===== src/rtl/riscv_run_pkg.sv =====
// riscv_run_pkg: run-control state/cause encodings and shared helpers
package riscv_run_pkg;
  typedef enum logic [2:0] {
    ST_IDLE   = 3'd0,
    ST_LOAD   = 3'd1,
    ST_RUN    = 3'd2,
    ST_STEP   = 3'd3,
    ST_HALTED = 3'd4
  } run_state_e;
  typedef enum logic [2:0] {
    HC_NONE    = 3'd0,
    HC_ECALL   = 3'd1,
    HC_EBREAK  = 3'd2,
    HC_BKPT    = 3'd3,
    HC_HOST    = 3'd4,
    HC_TIMEOUT = 3'd5,
    HC_STEP    = 3'd6
  } halt_cause_e;
  localparam logic [31:0] INSTR_ECALL  = 32'h0000_0073;
  localparam logic [31:0] INSTR_EBREAK = 32'h0010_0073;
  function automatic logic [31:0] sat_inc(input logic [31:0] v);
    return &v ? v : v + 32'd1;
  endfunction
endpackage


===== src/rtl/run_halt_detect.sv =====
// run_halt_detect: prioritised halt-hit detection on the presented pc/instr
module run_halt_detect
  import riscv_run_pkg::*;
#(
  parameter int XLEN       = 32,
  parameter int MAX_CYCLES = 1000000
) (
  input  logic [XLEN-1:0] pc,
  input  logic [XLEN-1:0] instr,
  input  logic            bp_en,
  input  logic [XLEN-1:0] bp_addr,
  input  logic            bp_mask,
  input  logic [31:0]     cycle_cnt,
  output logic            hit,
  output halt_cause_e     cause
);
  localparam logic TMO_EN = MAX_CYCLES != 0;
  always_comb begin
    cause = instr == XLEN'(INSTR_ECALL)                      ? HC_ECALL :
            instr == XLEN'(INSTR_EBREAK)                     ? HC_EBREAK :
            bp_en && !bp_mask && pc == bp_addr               ? HC_BKPT :
            TMO_EN && cycle_cnt == 32'(MAX_CYCLES)           ? HC_TIMEOUT : HC_NONE;
    hit = cause != HC_NONE;
  end
endmodule


===== src/rtl/core_run_ctrl.sv =====
// core_run_ctrl: load/run/step/halt sequencer gating a RISC-V core via reset and clock enable
module core_run_ctrl
  import riscv_run_pkg::*;
#(
  parameter int IMEM_AW    = 8,
  parameter int XLEN       = 32,
  parameter int MAX_CYCLES = 1000000
) (
  input  logic               clk,
  input  logic               rst,
  input  logic               load_start,
  input  logic               load_valid,
  output logic               load_ready,
  input  logic [IMEM_AW-1:0] load_addr,
  input  logic [XLEN-1:0]    load_data,
  input  logic               load_done,
  input  logic               start,
  input  logic               halt_req,
  input  logic               step,
  input  logic               resume,
  input  logic               clear,
  input  logic               bp_en,
  input  logic [XLEN-1:0]    bp_addr,
  input  logic [XLEN-1:0]    pc,
  input  logic [XLEN-1:0]    instr,
  output logic               core_rst,
  output logic               core_ce,
  output logic               imem_we,
  output logic [IMEM_AW-1:0] imem_waddr,
  output logic [XLEN-1:0]    imem_wdata,
  output logic [2:0]         run_state,
  output logic [2:0]         halt_cause,
  output logic [31:0]        retired_cnt
);
  run_state_e         state_q, state_d;
  halt_cause_e        cause_q, cause_d, det_cause;
  logic [31:0]        retired_q, retired_d, cycle_q, cycle_d;
  logic               mask_q, mask_d, we_q, we_d, det_hit;
  logic [IMEM_AW-1:0] waddr_q, waddr_d;
  logic [XLEN-1:0]    wdata_q, wdata_d;
  logic               sys_blk, exec, go, accept;
  run_halt_detect #(.XLEN(XLEN), .MAX_CYCLES(MAX_CYCLES)) u_detect (
    .pc(pc), .instr(instr), .bp_en(bp_en), .bp_addr(bp_addr), .bp_mask(mask_q),
    .cycle_cnt(cycle_q), .hit(det_hit), .cause(det_cause)
  );
  always_comb begin
    sys_blk = det_cause == HC_ECALL || det_cause == HC_EBREAK;
    core_ce = (state_q == ST_IDLE || state_q == ST_LOAD) ? 1'b1 :
              state_q == ST_RUN  ? !det_hit :
              state_q == ST_STEP ? !sys_blk : 1'b0;
    exec    = (state_q == ST_RUN || state_q == ST_STEP) && core_ce;
    go      = state_q == ST_IDLE && start;
    accept  = state_q == ST_LOAD && load_valid;
    state_d = state_q;
    case (state_q)
      ST_IDLE:   state_d = go ? ST_RUN : load_start ? ST_LOAD : ST_IDLE;
      ST_LOAD:   state_d = load_done ? ST_IDLE : ST_LOAD;
      ST_RUN:    state_d = (det_hit || halt_req) ? ST_HALTED : ST_RUN;
      ST_STEP:   state_d = ST_HALTED;
      ST_HALTED: state_d = clear ? ST_IDLE : step ? ST_STEP : resume ? ST_RUN : ST_HALTED;
      default:   state_d = ST_IDLE;
    endcase
    cause_d   = go                              ? HC_NONE :
                state_q == ST_RUN && det_hit    ? det_cause :
                state_q == ST_RUN && halt_req   ? HC_HOST :
                state_q == ST_STEP              ? (sys_blk ? det_cause : HC_STEP) : cause_q;
    retired_d = go ? '0 : exec ? sat_inc(retired_q) : retired_q;
    cycle_d   = go ? '0 : (exec && state_q == ST_RUN) ? sat_inc(cycle_q) : cycle_q;
    // mask lets a halted breakpoint be stepped/resumed past; first executed instruction drops it
    mask_d    = go ? 1'b0 :
                (state_q == ST_HALTED && !clear && (step || resume)) ? 1'b1 :
                exec ? 1'b0 : mask_q;
    we_d      = accept;
    waddr_d   = accept ? load_addr : waddr_q;
    wdata_d   = accept ? load_data : wdata_q;
  end
  always_ff @(posedge clk) begin
    if (rst) begin
      state_q   <= ST_IDLE;
      cause_q   <= HC_NONE;
      retired_q <= '0;
      cycle_q   <= '0;
      mask_q    <= 1'b0;
      we_q      <= 1'b0;
      waddr_q   <= '0;
      wdata_q   <= '0;
    end else begin
      state_q   <= state_d;
      cause_q   <= cause_d;
      retired_q <= retired_d;
      cycle_q   <= cycle_d;
      mask_q    <= mask_d;
      we_q      <= we_d;
      waddr_q   <= waddr_d;
      wdata_q   <= wdata_d;
    end
  end
  assign core_rst    = state_q == ST_IDLE || state_q == ST_LOAD;
  assign load_ready  = state_q == ST_LOAD;
  assign imem_we     = we_q;
  assign imem_waddr  = waddr_q;
  assign imem_wdata  = wdata_q;
  assign run_state   = state_q;
  assign halt_cause  = cause_q;
  assign retired_cnt = retired_q;
endmodule


===== config.mk =====
export PLATFORM = sky130hd
export DESIGN_NAME = core_run_ctrl
export DESIGN_NICKNAME = d
export VERILOG_FILES = /design/src/rtl/riscv_run_pkg.sv /design/src/rtl/run_halt_detect.sv /design/src/rtl/core_run_ctrl.sv
export SDC_FILE = /design/constraint.sdc
export NUM_CORES = 1
export LEC_CHECK = 0
export ABC_AREA = 1
export BUFFER_PORTS_ARGS = -buffer_cell sky130_fd_sc_hd__buf_2
export CORE_ASPECT_RATIO = 0.8
export CORE_MARGIN = 5
export CORE_UTILIZATION = 47
export CTS_CLUSTER_DIAMETER = 50
export DETAILED_ROUTE_END_ITERATION = 10
export PLACE_DENSITY = 0.77
export SETUP_SLACK_MARGIN = 0.5
export SLEW_MARGIN = 5
export SYNTH_ARGS = -nofsm -noshare
export SYNTH_HDL_FRONTEND = slang
export SYNTH_HIERARCHICAL = 1
export SYNTH_SLANG_ARGS = --single-unit
export TNS_END_PERCENT = 100

===== constraint.sdc =====
create_clock -name clk -period 1.9 [get_ports clk]
set_input_delay 0.095 -clock clk [delete_from_list [all_inputs] [get_ports clk]]
set_output_delay 0.095 -clock clk [all_outputs]
set_load 0.005 [all_outputs]

After elaboration in Yosys (flattened, before gate mapping)
Cells that the tools add are included.
{ "totals": {"regBits": 112, "in_bits": 147} }
{ "op_classes": {"addsub": 2, "eq_ne": 10, "muxes": 21, "bitwise_logic": 2, "reduce_logical": 28} }
{ "ops": {"columns": ["cell", "count"], "rows": [
  ["$add 32x1->32 const B", 2],
  ["$reduce_and 32->1", 2],
  ["$mux 3", 12],
  ["$eq 32x20->1 const B", 1],
  ["$eq 32x21->1 const B", 1],
  ["$eq 32x32->1", 1],
  ["$eq 32x7->1 const B", 1],
  ["$pmux 3 s5", 1],
  ["$logic_and 1x1->1", 10],
  ["$eq 3x2->1 const B", 3],
  ["$mux 1", 7],
  ["$eq 3x1->1 const B", 2],
  ["$reduce_bool 3->1", 2],
  ["$logic_or 1x1->1", 5],
  ["$logic_not 1->1", 4],
  ["$reduce_and 2->1", 2],
  ["$eq 3x3->1 const B", 1],
  ["$logic_not 3->1", 1],
  ["$mux 2", 1],
  ["$not 1->1", 2],
  ["$reduce_bool 2->1", 1],
  ["$reduce_or 2->1", 1]
]} }

Depth between registers and ports, before layout
{ "depth": {"ltp_word": 15, "ltp_mapped": 22, "mapped_depth_nobuf": 21} }

Modules after synthesis
The synthesis kept the hierarchy.
{ "by_module_without_submodules": {"columns": ["module", "n_inst", "cells_each", "area_per_inst_um2", "seq_area_each_um2"], "rows": [
  ["core_run_ctrl", 1, 1000, 6372.4, 2242.2],
  ["run_halt_detect", 1, 210, 919.6, 0.0]
]} }

Worst setup path before layout
No wires, ideal clock.
{ "synth_timing": {"path_type": "register -> register", "from": "register cycle_q[23]", "to": "register retired_q[28], in the netlist retired_cnt[28]", "setup_ns": 0.070, "arrival_time_ns": 2.052, "required_ns": 1.830, "slack_ns": -0.222, "stages_incl_launch_ff": 16, "path_buffers": 1, "cell_sequence": "dfxtp_1 -> or2_2 -> nor4_2 -> nand3_1 -> nand2_1 -> nand2_1 -> nand2_1 -> nand2_1 -> nand3_1 -> nand2_1 -> nand2_1 -> nand2_1 -> nor2_2 -> buf_4 -> nand2_1 -> a21oi_1"} }
{ "synth_via": {"elab_chain_len": 13, "elab_cells_between_ends": 16, "classes_between": "3 x eq/ne; 7 x mux; 6 x reduce/logical"} }
{ "synth_rtl": {"columns": ["element", "line_no", "rtl"], "rows": [
  ["from (decl)", "core_run_ctrl.sv:37", "logic [31:0] retired_q, retired_d, cycle_q, cycle_d;"],
  ["from (signal assigned)", "core_run_ctrl.sv:91", "cycle_q <= cycle_d;"],
  ["$eq 32x20->1 *", "run_halt_detect.sv:22", "TMO_EN && cycle_cnt == 32'(MAX_CYCLES) ? HC_TIMEOUT : HC_NONE;"],
  ["$mux 3 *", "run_halt_detect.sv:22", null],
  ["$mux 3 *", "run_halt_detect.sv:21", "bp_en && !bp_mask && pc == bp_addr ? HC_BKPT :"],
  ["$mux 3 *", "run_halt_detect.sv:20", "instr == XLEN'(INSTR_EBREAK) ? HC_EBREAK :"],
  ["$mux 3 *", "run_halt_detect.sv:19", "cause = instr == XLEN'(INSTR_ECALL) ? HC_ECALL :"],
  ["via det_cause[0]", "core_run_ctrl.sv:36", "halt_cause_e cause_q, cause_d, det_cause;"],
  ["$eq 3x1->1 / $eq 3x2->1 (equally long branches)", "core_run_ctrl.sv:47", "sys_blk = det_cause == HC_ECALL || det_cause == HC_EBREAK;"],
  ["$logic_or 1x1->1", "core_run_ctrl.sv:47", null],
  ["$logic_not 1->1", "core_run_ctrl.sv:50", "state_q == ST_STEP ? !sys_blk : 1'b0;"],
  ["$mux 1", "core_run_ctrl.sv:50", null],
  ["$mux 1 *", "core_run_ctrl.sv:49", "state_q == ST_RUN ? !det_hit :"],
  ["$mux 1 *", "core_run_ctrl.sv:48", "core_ce = (state_q == ST_IDLE || state_q == ST_LOAD) ? 1'b1 :"],
  ["$logic_and 1x1->1 *", "core_run_ctrl.sv:51", "exec = (state_q == ST_RUN || state_q == ST_STEP) && core_ce;"],
  ["$reduce_and 2->1 (no source line) *", null, null],
  ["to (signal assigned)", "core_run_ctrl.sv:90", "retired_q <= retired_d;"],
  ["to (decl)", "core_run_ctrl.sv:37", null]
]} }
The timed path passes the listed nets; every way through them passes the cells marked *.
A chain may end at the register's enable or synchronous reset.

Final worst setup path
{ "layout_timing": {"from": "register cycle_q[1]", "to": "register retired_q[28], in the netlist retired_cnt[28]"} }
The elaborated chain is that of the path after synthesis.

==> out/results.txt <==
worst hold margin: -1.029 ps
worst setup margin: -515.1 ps
CP dominant cell by count: nand2_1
Slew HR: 56.41%
EDFF count, synth: 0
Placed Cells: 1709
Hold/Removal Path Class: primary input to flip-flop
port buffer count: 228
DIE AREA: 0.01812 mm^2
crit end category: flip-flop
Crit Path Max Fanout: 10
CP delay by family, top: simple AND/OR/NAND/NOR gates
failing checks: hold timing, setup timing
DR vias/cell: 5.089
Tmin final: 2415 ps
share of cells above drive strength 1: 31.04%
synthesized area: 0.007292 mm^2
Worst Path Class, Setup: flip-flop to flip-flop
CP arrival: 2660 ps
Starting DRT DRC Count: 826
power share of the combinational group: 20.4%
CTS buffer count: 9
H-Tree Depth: 3
num rows: 40
XOR/XNOR share of the synthesized area: 3.603%
Synth Area per Inst: 6.026 um^2
cells after synthesis: 1210
Reg-to-Reg Start: cycle_q[1]
chip width: 149.3 um
DRC: 0
syn_nets: 1359
mux cell area share after synthesis: 0%
clock-pin slew on the worst setup and hold paths: 90 ps
largest net degree at the start of global routing: 56
worst hold path depth: 4
Buf/Inv on CP: 4
dpl ws: -427.5 ps
Max-Cap Viols: 0
simple-gate share of the synthesized area: 45.68%
Root Buffer: clkbuf_16
fin cells: 1783
maximum vdd drop: 0.5298 mV
Finished Core Util: 69.25%
Synth cell types: 37
min-delay src: clear
hpwl dp: 19.23 mm
Sw Pwr: 1.718 mW
CTS sink count: 112
Worst EP required: 2150 ps
Syn. warnings: 6
vias in the first global route: 8138
status: finished, violations left
largest family of logic cells by synthesized area: simple AND/OR/NAND/NOR gates
Worst Max-Slew Pin Slew: 647.0 ps
slowest stage cell, crit path: dfxtp_2
area delta synth->final: 43.53%
Final ANT Viol Nets: 0
grt peak-use layer: met2
Switching Share: 30.53%
final net count: 1716
first-pass GRT wire length: 40.83 mm
FF-to-FF setup slack: -520 ps
Hold Path Sink: run_state[2]
Die Y: 121.4 um
Hold Vio Cnt, Final: 1
GRT Overall Usage: 27.52%
IO Pins: 229
fin crit share: 127.1%
Slew Viols, Final: 0
CTS tree: yes
reg2reg path depth: 18
routed len/inst: 14.98 um
Compound-Gate Fraction of Synth Area: 9.403%
crit-path max cell delay: 330 ps
FFs w/ async S/R, synth: 0%
met1 Usage GRT: 36.03%
leakage power: 4.742 nW
Peak Freq: 0.4141 GHz
pwr dens: 537.6 mW/mm^2
R2R Path End: retired_cnt[28]
Yosys reg bits: 112
clock skew: 14.02 ps
Int Power: 3.908 mW
initial core utilization: 48.25%
DRT Pass-1 Iters: 5
sequential power share: 43.1%
Worst-Skew Late Latency: 380 ps
detailed-route via count: 9074
Post-Synth Adder-Cell Area: 0.3432%
global routing met3 resource utilization: 7.842%
Clock Tree Buf Depth: 2
unrepaired setup endpoints after global routing: true
sequential share of the synthesized area: 30.75%
GPL Wtd Cong: 0.9363
ys flop type: dfxtp_1
global route overflow: 0
crit path cell chain: nor4_2 -> buf_4 -> nand2_1 -> nor2_2 -> nand3_1 -> nand2_1 -> nand2_1 -> nand2_2 -> nand2_1 -> nand3_2 -> nand2_2 -> buf_6 -> a21oi_4 -> buf_6 -> nand2_8 -> clkbuf_16 -> nand2_1 -> a21oi_1
Routed WL: 26.70 mm
clock group share of total power: 36.5%
core area: 0.01511 mm^2
endpoints failing setup: 71
initial antenna violation count: 2
startpoint types: flip-flop
met2 Use GR: 44.48%
logic make-up (layout without fill, tap and decap cells):
kind of cell    Yosys count  in the layout
compound gates          118            118
xor+xnor                 30             30
fa+ha+maj                 2              2
buf+inv                 174            536
flops                   112            112
other cells               0              1
simple gates            774            774
registers in the layout, summed over array words and instances, names as in the netlist:
name,cells
cycle_q,32
imem_wdata,32
retired_cnt,32
imem_waddr,8
halt_cause,3
run_state,3
imem_we,1
mask_q,1
worst max path at each step:
stage,start,endpoint,slack (ps),cells after the start
2_1_floorplan,cycle_q[5],retired_cnt[28],-60,15
3_3_place_gp,instr[29],retired_cnt[31],-360,16
3_5_place_dp,mask_q,retired_cnt[22],-430,17
4_1_cts,mask_q,core_ce,-420,17
5_1_grt,cycle_q[30],retired_cnt[15],-660,18
6_report,cycle_q[1],retired_cnt[28],-520,18
Yosys cell counts, types with 3 or more instances:
cell,instances,area share (%)
buf_12,3,0.82
nand2_4,5,0.77
clkbuf_1,17,0.88
dfxtp_1,112,31
nor4_1,5,0.43
nor3_1,5,0.34
xor2_1,17,2.0
nand3_1,107,7.3
a21oi_1,76,5.2
xnor2_1,13,1.6
nand4_1,16,1.4
buf_4,5,0.51
or2_2,3,0.26
inv_1,134,6.9
nand2_2,21,1.8
nand3b_1,3,0.31
o21ai_0,15,1.0
nand2_1,423,22
inv_2,3,0.15
nor2_4,6,0.93
nor2_2,3,0.26
buf_2,8,0.55
a21oi_2,20,2.4
o22ai_1,4,0.34
nor2_1,169,8.7
layer usage:
| metal | vias to the layer above | wire length [um] | part of all wire, % |
|---|---|---|---|
| met5 | - | 13 | 0.049 |
| met4 | 2 | 534 | 2.0 |
| met3 | 59 | 2712 | 10 |
| met2 | 468 | 12270 | 46 |
| met1 | 4038 | 11170 | 42 |
| li1 | 4507 | - | - |
layout by cell type (no fill, tap or decap), types with 16 or more instances in the layout:
| cell | netlist | layout |
|---|---|---|
| nand2_1 | 423 | 408 |
| buf_2 | 8 | 227 |
| nor2_1 | 169 | 164 |
| inv_1 | 134 | 131 |
| nand3_1 | 107 | 103 |
| dfxtp_1 | 112 | 100 |
| buf_4 | 5 | 93 |
| a21oi_1 | 76 | 63 |
| dlygate4sd3_1 | 0 | 39 |
| nand2_2 | 21 | 36 |
| a21oi_2 | 20 | 33 |
| xor2_1 | 17 | 17 |
| nand4_1 | 16 | 16 |
power groups by stage:
stage	Clock (mW)	Combinational, mW	Sequential [mW]
after detailed placement	0	0.866	2.48
after floorplan	0	0.480	2.48
after global placement	0	0.855	2.47
after CTS	2.08	1.01	2.42
final	2.05	1.15	2.43
after global routing	2.17	1.23	2.43
through the flow:
step                      total power [mW]  setup TNS [ps]  area, um^2
after detailed placement             3.342          -22800        9298
after CTS                            5.518          -17350       10210
after global routing                 5.839          -31130       10470
after floorplan                      2.962           -1294        7342
final                                5.626          -19140       10470
after global placement               3.329          -18890        9298
area by class of cell:
cell class	instances	area [um^2]
antenna	1	2.502
clock buffer	9	225.2
clock inverter	7	98.84
fill	1282	4648
inverter	137	519.2
multi-input combinational	924	4487
sequential	112	2262
tap	210	262.8
timing repair buffer	383	2609
tightest hold or removal path: stages:
cell and delay [ps]:
buf_2 90, nor3_2 50, nand2_1 50, a21oi_1 50
what timing repair did:
item                                   in CTS  in global routing
pin swaps                                  14                 13
endpoints found under the hold margin      38                  0
hold buffers                               39                  0
gates cloned                                1                  4
setup endpoints to repair                 113                113
buffers inserted                            8                  5
gates resized for setup                    33                 42
Note: power is estimated with default switching activity, not from simulation.
